===== src/rtl/uart_pkg.sv =====
// Shared definitions for the UART transmit scheduler.
//   UART_DATA_WIDTH : default frame payload width
//   PAR_EVEN/PAR_ODD: parity-type encodings carried on req_par_typ/tx_par_typ
//   sched_state_e   : scheduler FSM states
//   wrap_inc        : modulo-n increment used for the round-robin pointer
package uart_pkg;

  localparam int   UART_DATA_WIDTH = 8;
  localparam logic PAR_EVEN        = 1'b0;
  localparam logic PAR_ODD         = 1'b1;

  typedef enum logic [1:0] {
    IDLE      = 2'd0,
    ISSUE     = 2'd1,
    WAIT_BUSY = 2'd2,
    WAIT_DONE = 2'd3
  } sched_state_e;

  function automatic int unsigned wrap_inc(input int unsigned idx, input int unsigned n);
    return (idx + 32'd1 >= n) ? 32'd0 : idx + 32'd1;
  endfunction

endpackage


===== src/rtl/uart_tx_scheduler_rr_pick.sv =====
// Combinational round-robin selector.
// Finds the first set bit of i_req at or after i_rr_ptr, wrapping modulo NUM_REQ.
//   i_req    : request vector
//   i_rr_ptr : index with highest priority this round
//   o_found  : any request set
//   o_idx    : winning index (0 when nothing is requested)
module rr_pick #(
  parameter int NUM_REQ = 4,
  parameter int IDX_W   = $clog2(NUM_REQ)
) (
  input  logic [NUM_REQ-1:0] i_req,
  input  logic [IDX_W-1:0]   i_rr_ptr,
  output logic               o_found,
  output logic [IDX_W-1:0]   o_idx
);

  // Walk offsets from the far end back to offset 0 so the candidate
  // closest to the pointer is the last one written and therefore wins.
  always_comb begin
    int j;
    j       = 0;
    o_found = 1'b0;
    o_idx   = '0;
    for (int k = NUM_REQ - 1; k >= 0; k--) begin
      j = int'(i_rr_ptr) + k;
      if (j >= NUM_REQ) j = j - NUM_REQ;
      if (i_req[j[IDX_W-1:0]]) begin
        o_found = 1'b1;
        o_idx   = j[IDX_W-1:0];
      end
    end
  end

endmodule


===== src/rtl/uart_tx_scheduler.sv =====
// Round-robin scheduler sharing one UART transmitter among NUM_REQ requesters.
// One frame is in flight at a time: IDLE -> ISSUE -> WAIT_BUSY -> WAIT_DONE -> IDLE.
//
// Ports:
//   CLK, RST         : clock, asynchronous active-low reset
//   req              : per-requester frame request, held high until ack
//   req_data         : packed payloads, requester i at [i*DATA_WIDTH +: DATA_WIDTH]
//   req_par_en/typ   : per-requester parity enable / type (0 even, 1 odd)
//   ack              : one-cycle pulse to the granted requester when its frame is done
//   grant_id         : index of the current/last granted requester
//   sched_busy       : high in any state other than IDLE
//   tx_p_data        : latched byte to the transmitter
//   tx_data_valid    : one-cycle load strobe to the transmitter
//   tx_par_en/typ    : latched parity config to the transmitter
//   tx_busy          : transmitter busy flag
//   err              : watchdog timeout pulse to the granted requester
//
// Handshakes: a requester raises req with its payload/config and keeps req high
// until it sees ack; the payload is captured on the grant edge so later changes
// are ignored. Toward the transmitter, tx_data_valid is a single-cycle load
// strobe; the frame is considered accepted when tx_busy rises and complete when
// it falls again. A requester still high in the cycle ack is visible is eligible
// for the very next grant.
//
// Build option: define UART_SCHED_TIMEOUT_EN to add a watchdog on WAIT_BUSY and
// WAIT_DONE (TIMEOUT_CYCLES per state). Without it err is tied low and the FSM
// waits on the transmitter indefinitely.
module uart_tx_scheduler
  import uart_pkg::*;
#(
  parameter int NUM_REQ        = 4,
  parameter int DATA_WIDTH     = UART_DATA_WIDTH,
  parameter int TIMEOUT_CYCLES = 1024,
  parameter int ID_W           = $clog2(NUM_REQ)
) (
  input  logic                          CLK,
  input  logic                          RST,
  input  logic [NUM_REQ-1:0]            req,
  input  logic [NUM_REQ*DATA_WIDTH-1:0] req_data,
  input  logic [NUM_REQ-1:0]            req_par_en,
  input  logic [NUM_REQ-1:0]            req_par_typ,
  output logic [NUM_REQ-1:0]            ack,
  output logic [ID_W-1:0]               grant_id,
  output logic                          sched_busy,
  output logic [DATA_WIDTH-1:0]         tx_p_data,
  output logic                          tx_data_valid,
  output logic                          tx_par_en,
  output logic                          tx_par_typ,
  input  logic                          tx_busy,
  output logic [NUM_REQ-1:0]            err
);

  sched_state_e            r_state;
  logic [ID_W-1:0]         r_rr_ptr;
  logic [ID_W-1:0]         r_grant_id;
  logic [DATA_WIDTH-1:0]   r_data;
  logic                    r_par_en;
  logic                    r_par_typ;
  logic                    r_valid;
  logic [NUM_REQ-1:0]      r_ack;

  logic                    w_found;
  logic [ID_W-1:0]         w_idx;
  logic [ID_W-1:0]         w_next_ptr;
  logic [NUM_REQ-1:0]      w_grant_oh;

  rr_pick #(
    .NUM_REQ (NUM_REQ),
    .IDX_W   (ID_W)
  ) u_rr_pick (
    .i_req    (req),
    .i_rr_ptr (r_rr_ptr),
    .o_found  (w_found),
    .o_idx    (w_idx)
  );

  assign w_next_ptr = ID_W'(wrap_inc(32'(r_grant_id), NUM_REQ));
  assign w_grant_oh = NUM_REQ'(1) << r_grant_id;

`ifdef UART_SCHED_TIMEOUT_EN
  localparam int CNT_W = $clog2(TIMEOUT_CYCLES + 1);

  logic [CNT_W-1:0]   r_to_cnt;
  logic [NUM_REQ-1:0] r_err;
  logic               w_to_hit;

  // Count reaches TIMEOUT_CYCLES-1 on the last allowed cycle in the state.
  assign w_to_hit = (r_to_cnt == CNT_W'(TIMEOUT_CYCLES - 1));

  // Increments only while the FSM stays in a wait state; any transition
  // (including entry from ISSUE or between the two waits) clears it.
  always_ff @(posedge CLK or negedge RST) begin
    if (!RST) begin
      r_to_cnt <= '0;
    end else if (!w_to_hit &&
                 ((r_state == WAIT_BUSY && !tx_busy) ||
                  (r_state == WAIT_DONE &&  tx_busy))) begin
      r_to_cnt <= r_to_cnt + CNT_W'(1);
    end else begin
      r_to_cnt <= '0;
    end
  end

  assign err = r_err;
`else
  logic w_unused_timeout;
  assign w_unused_timeout = (TIMEOUT_CYCLES != 0);
  assign err              = '0;
`endif

  always_ff @(posedge CLK or negedge RST) begin
    if (!RST) begin
      r_state    <= IDLE;
      r_rr_ptr   <= '0;
      r_grant_id <= '0;
      r_data     <= '0;
      r_par_en   <= 1'b0;
      r_par_typ  <= 1'b0;
      r_valid    <= 1'b0;
      r_ack      <= '0;
`ifdef UART_SCHED_TIMEOUT_EN
      r_err      <= '0;
`endif
    end else begin
      r_ack   <= '0;
      r_valid <= 1'b0;
`ifdef UART_SCHED_TIMEOUT_EN
      r_err   <= '0;
`endif
      case (r_state)
        IDLE: begin
          if (w_found) begin
            r_grant_id <= w_idx;
            r_data     <= req_data[w_idx*DATA_WIDTH +: DATA_WIDTH];
            r_par_en   <= req_par_en[w_idx];
            r_par_typ  <= req_par_typ[w_idx];
            r_valid    <= 1'b1;  // strobe is high exactly while in ISSUE
            r_state    <= ISSUE;
          end
        end
        ISSUE: begin
          // tx_busy is deliberately not looked at here so WAIT_BUSY always
          // lasts at least one cycle.
          r_state <= WAIT_BUSY;
        end
        WAIT_BUSY: begin
          if (tx_busy) begin
            r_state <= WAIT_DONE;
          end
`ifdef UART_SCHED_TIMEOUT_EN
          else if (w_to_hit) begin
            r_err    <= w_grant_oh;
            r_rr_ptr <= w_next_ptr;
            r_state  <= IDLE;
          end
`endif
        end
        WAIT_DONE: begin
          if (!tx_busy) begin
            r_ack    <= w_grant_oh;
            r_rr_ptr <= w_next_ptr;
            r_state  <= IDLE;
          end
`ifdef UART_SCHED_TIMEOUT_EN
          else if (w_to_hit) begin
            r_err    <= w_grant_oh;
            r_rr_ptr <= w_next_ptr;
            r_state  <= IDLE;
          end
`endif
        end
        default: r_state <= IDLE;
      endcase
    end
  end

  assign ack           = r_ack;
  assign grant_id      = r_grant_id;
  assign sched_busy    = (r_state != IDLE);
  assign tx_p_data     = r_data;
  assign tx_data_valid = r_valid;
  assign tx_par_en     = r_par_en;
  assign tx_par_typ    = r_par_typ;

endmodule


===== config.mk =====
export PLATFORM = sky130hd
export DESIGN_NAME = uart_tx_scheduler
export DESIGN_NICKNAME = d
export VERILOG_FILES = /design/src/rtl/uart_pkg.sv /design/src/rtl/uart_tx_scheduler_rr_pick.sv /design/src/rtl/uart_tx_scheduler.sv
export SDC_FILE = /design/constraint.sdc
export NUM_CORES = 1
export LEC_CHECK = 0
export ABC_AREA = 1
export CAP_MARGIN = 10
export CORE_MARGIN = 4
export CORE_UTILIZATION = 46
export DETAILED_ROUTE_END_ITERATION = 12
export HOLD_SLACK_MARGIN = 0.02
export PLACE_DENSITY = 0.85
export SLEW_MARGIN = 20
export SYNTH_ARGS = -nofsm -noshare
export SYNTH_HDL_FRONTEND = slang
export SYNTH_SLANG_ARGS = --single-unit

===== constraint.sdc =====
create_clock -name CLK -period 3.3 [get_ports CLK]
set_input_delay 0.495 -clock CLK [delete_from_list [all_inputs] [get_ports CLK]]
set_output_delay 0.495 -clock CLK [all_outputs]
set_load 0.01 [all_outputs]

==> key figures <==
Timing
  • Period minus WS final: 2240 ps
  • # setup viols final: 0
  • Final Hold Fails: 0
  • Setup tns final: 0 ps
  • Fmax: 0.446 GHz
  • Tcrit/Tclk final: 68.0%
  • Worst hold slack: 510 ps
  • Setup Skew: 2.77 ps
  • Pins Over Slew Limit: 0
  • Setup ws final: 1060 ps
  • Worst slew pin tran: 920 ps
  • Slew headroom: 38.4%
  • RSZ-0062 raised after global routing: false

Power
  • Sequential power share: 23.7%
  • Tot Pwr: 1.94 mW
  • Clock power share: 6.7%
  • Psw: 0.976 mW
  • Sw frac: 50.2%
  • Leakage: 1.19 nW
  • Pwr per Cell Area: 845 nW/µm²
  • VDD IR max: 0.556 mV
  • Comb power frac: 69.6%
  • Internal: 0.968 mW

Clock tree
  • Post-CTS setup buffers: 0
  • Hold_buf cts: 0
  • Cts repair resizes: 0
  • CTS max path bufs: 2
  • CTS buffer count: 3
  • Clk root buf: clkbuf_4
  • Sink Count: 21
  • Worst skew pair latency: 320 ps
  • Worst-path clk slew: 120 ps
  • CTS tree: done
  • H-tree depth: 1

Global routing
  • GRT Resource Usage Total: 16.8%
  • First-pass GRT wire length: 5.90 mm
  • Largest net degree at the start of global routing: 36
  • Number of global-route vias before repair: 1379
  • GRT overflow: 0
  • Initial antenna violation count: 0

Placed design
  • RD Place Congestion: 0.902
  • IO buf count: 64
  • Final HPWL DP: 3.01 mm
  • Placed instance count: 326
  • Post-Place Worst Slack: 787 ps

Synthesis
  • Mean post-synth cell area: 7.39 µm²
  • Post-synthesis sequential area ratio: 31.9%
  • Cells after Synth: 223
  • Warnings, synthesis: 0
  • Post-synthesis register bit count: 21
  • Count of unique library cells instantiated by Yosys: 27
  • Synth Cell Area: 1650 µm²

Floorplanning
  • Die X: 67.9 µm
  • Core Box Area: 3390 µm²
  • Initial Util: 48.6%
  • Row count: 21
  • DIE HEIGHT: 67.9 µm
  • DIE AREA: 4600 µm²
  • Io pins: 69

Route
  • Routed Wire Length: 3.71 mm
  • Final routed DRC violation total: 0
  • Wirelength per Cell: 11.2 µm
  • Via density: 4.56
  • Via count: 1505
  • Drt initial violations: 84
  • 1st-pass router iterations: 4
  • DRT antenna net count: 0

Layout
  • Share of cells above drive strength 1: 10.2%
  • Filler cells: 301
  • P&R area growth vs syn: 39.6%
  • Register area: 526 µm²
  • Most common cell after layout, fill and taps aside: clkdlybuf4s50_1
  • Ant. Diodes: 0
  • Footprint of the multi-input gates: 888 µm²
  • Non-filler cells, final: 330
  • Most frequent cells in the layout: clkdlybuf4s50_1, nand2_1, inv_1
  • Final #Nets: 340

Setup path
  • WS Path Type: flip-flop to flip-flop
  • Setup crit end: tx_p_data[2]$_DFFE_PN0P_
  • CP startpoint kind: flip-flop
  • Reg2reg end: tx_p_data[2]$_DFFE_PN0P_
  • Number of cells on the worst reg-to-reg path: 10
  • Worst path arrival time: 2450 ps
  • Crit end category: flip-flop
  • Max FO, Critical Path: 14
  • Reg2reg start: r_rr_ptr[0]$_DFFE_PN0P_
  • Required time of the worst setup path: 3500 ps
  • Flop2flop setup slack: 1060 ps
  • Critical Path Source: r_rr_ptr[0]$_DFFE_PN0P_

Run
  • Max cap viols: 0

Min path
  • Worst Hold Class: flip-flop to flip-flop

Status
  • Status: finished, final reports clean
==> per-layer routing <==
layer	routed length, µm	global-route usage (%)	vias up
li1	-	-	803
met1	1590	20.8	654
met2	1840	28.9	46
met3	255	4.11	2
met4	22	4.71	0
met5	0	0	-
==> worst min-delay path by stage <==
stage | start | slack (ps) | cells past startpoint | end
5_1_grt | tx_p_data[2]$_DFFE_PN0P_ | 530 | 2 | tx_p_data[2]$_DFFE_PN0P_
3_5_place_dp | tx_p_data[6]$_DFFE_PN0P_ | 480 | 2 | tx_p_data[6]$_DFFE_PN0P_
2_1_floorplan | RST | 200 | 0 | ack[0]$_DFF_PN0_
4_1_cts | tx_par_typ$_DFFE_PN0P_ | 510 | 2 | tx_par_typ$_DFFE_PN0P_
3_3_place_gp | tx_p_data[2]$_DFFE_PN0P_ | 480 | 2 | tx_p_data[2]$_DFFE_PN0P_
6_report | tx_par_typ$_DFFE_PN0P_ | 510 | 2 | tx_par_typ$_DFFE_PN0P_
==> critical path: stages (launching register included) <==
cell      delay, ps
dfrtp_1         610
inv_4           100
nand2_1          90
nand2_1          80
inv_2            90
nand2_4          80
nor3_2          120
or2_1           640
nor2_8           90
o211ai_1        130
nand3_1         100
==> final cells by class <==
cell class	instances	share of cell area, %
Clock buffer	3	0.979
Multi-Input combinational cell	153	38.6
Tap cell	46	2.50
Sequential cell	21	22.9
Timing Repair Buffer	64	27.9
Inverter	42	6.96
Clock inverter	1	0.218
==> kinds of logic (layout without fill, tap and decap cells) <==
family	count (synthesis)	in the layout	synth area share [%]
and+or+nand+nor	127	127	41.4
other	1	4	0.228
DFF	21	21	31.9
AOI/OAI and AO/OA	14	14	5.54
buffers and inverters	52	110	14.9
adders and majority gates	8	8	6.07
==> sequential cells by signal, indices dropped and copies added (netlist names) <==
| signal | cells |
|---|---|
| ack | 4 |
| grant_id | 2 |
| r_rr_ptr | 2 |
| r_state | 2 |
| tx_data_valid | 1 |
| tx_p_data | 8 |
| tx_par_en | 1 |
| tx_par_typ | 1 |
==> metrics by stage <==
| step | instance area [µm²] | utilization [%] |
|---|---|---|
| floorplan | 1660 | - |
| global placement | 2270 | 67.0 |
| detailed placement | 2270 | 67.0 |
| CTS | 2300 | 67.8 |
| global route | 2300 | 67.8 |
| finish | 2300 | 67.8 |
==> synthesized netlist by cell type (all sizes together) <==
master	instances	area, µm²
nand2	72	355
inv	42	160
nand3	32	173
dfrtp	21	526
nor2	11	73.8
buf	10	85.1
ha	8	100
or2	8	50.1
o211ai	7	52.6
a21oi	4	23.8
o21ai	3	15.0
nor3	2	15.0
and2	1	8.76
conb	1	3.75
nand4	1	6.26
==> power by group through the flow <==
stage,logic [mW],registers [mW],clock network [mW]
3_3_place_gp,1.33,0.465,0
5_1_grt,1.52,0.475,0.146
6_report,1.35,0.461,0.130
3_5_place_dp,1.36,0.466,0
2_1_floorplan,1.01,0.480,0
4_1_cts,1.36,0.461,0.137
No activity file was read; power rests on OpenSTA's default activity.
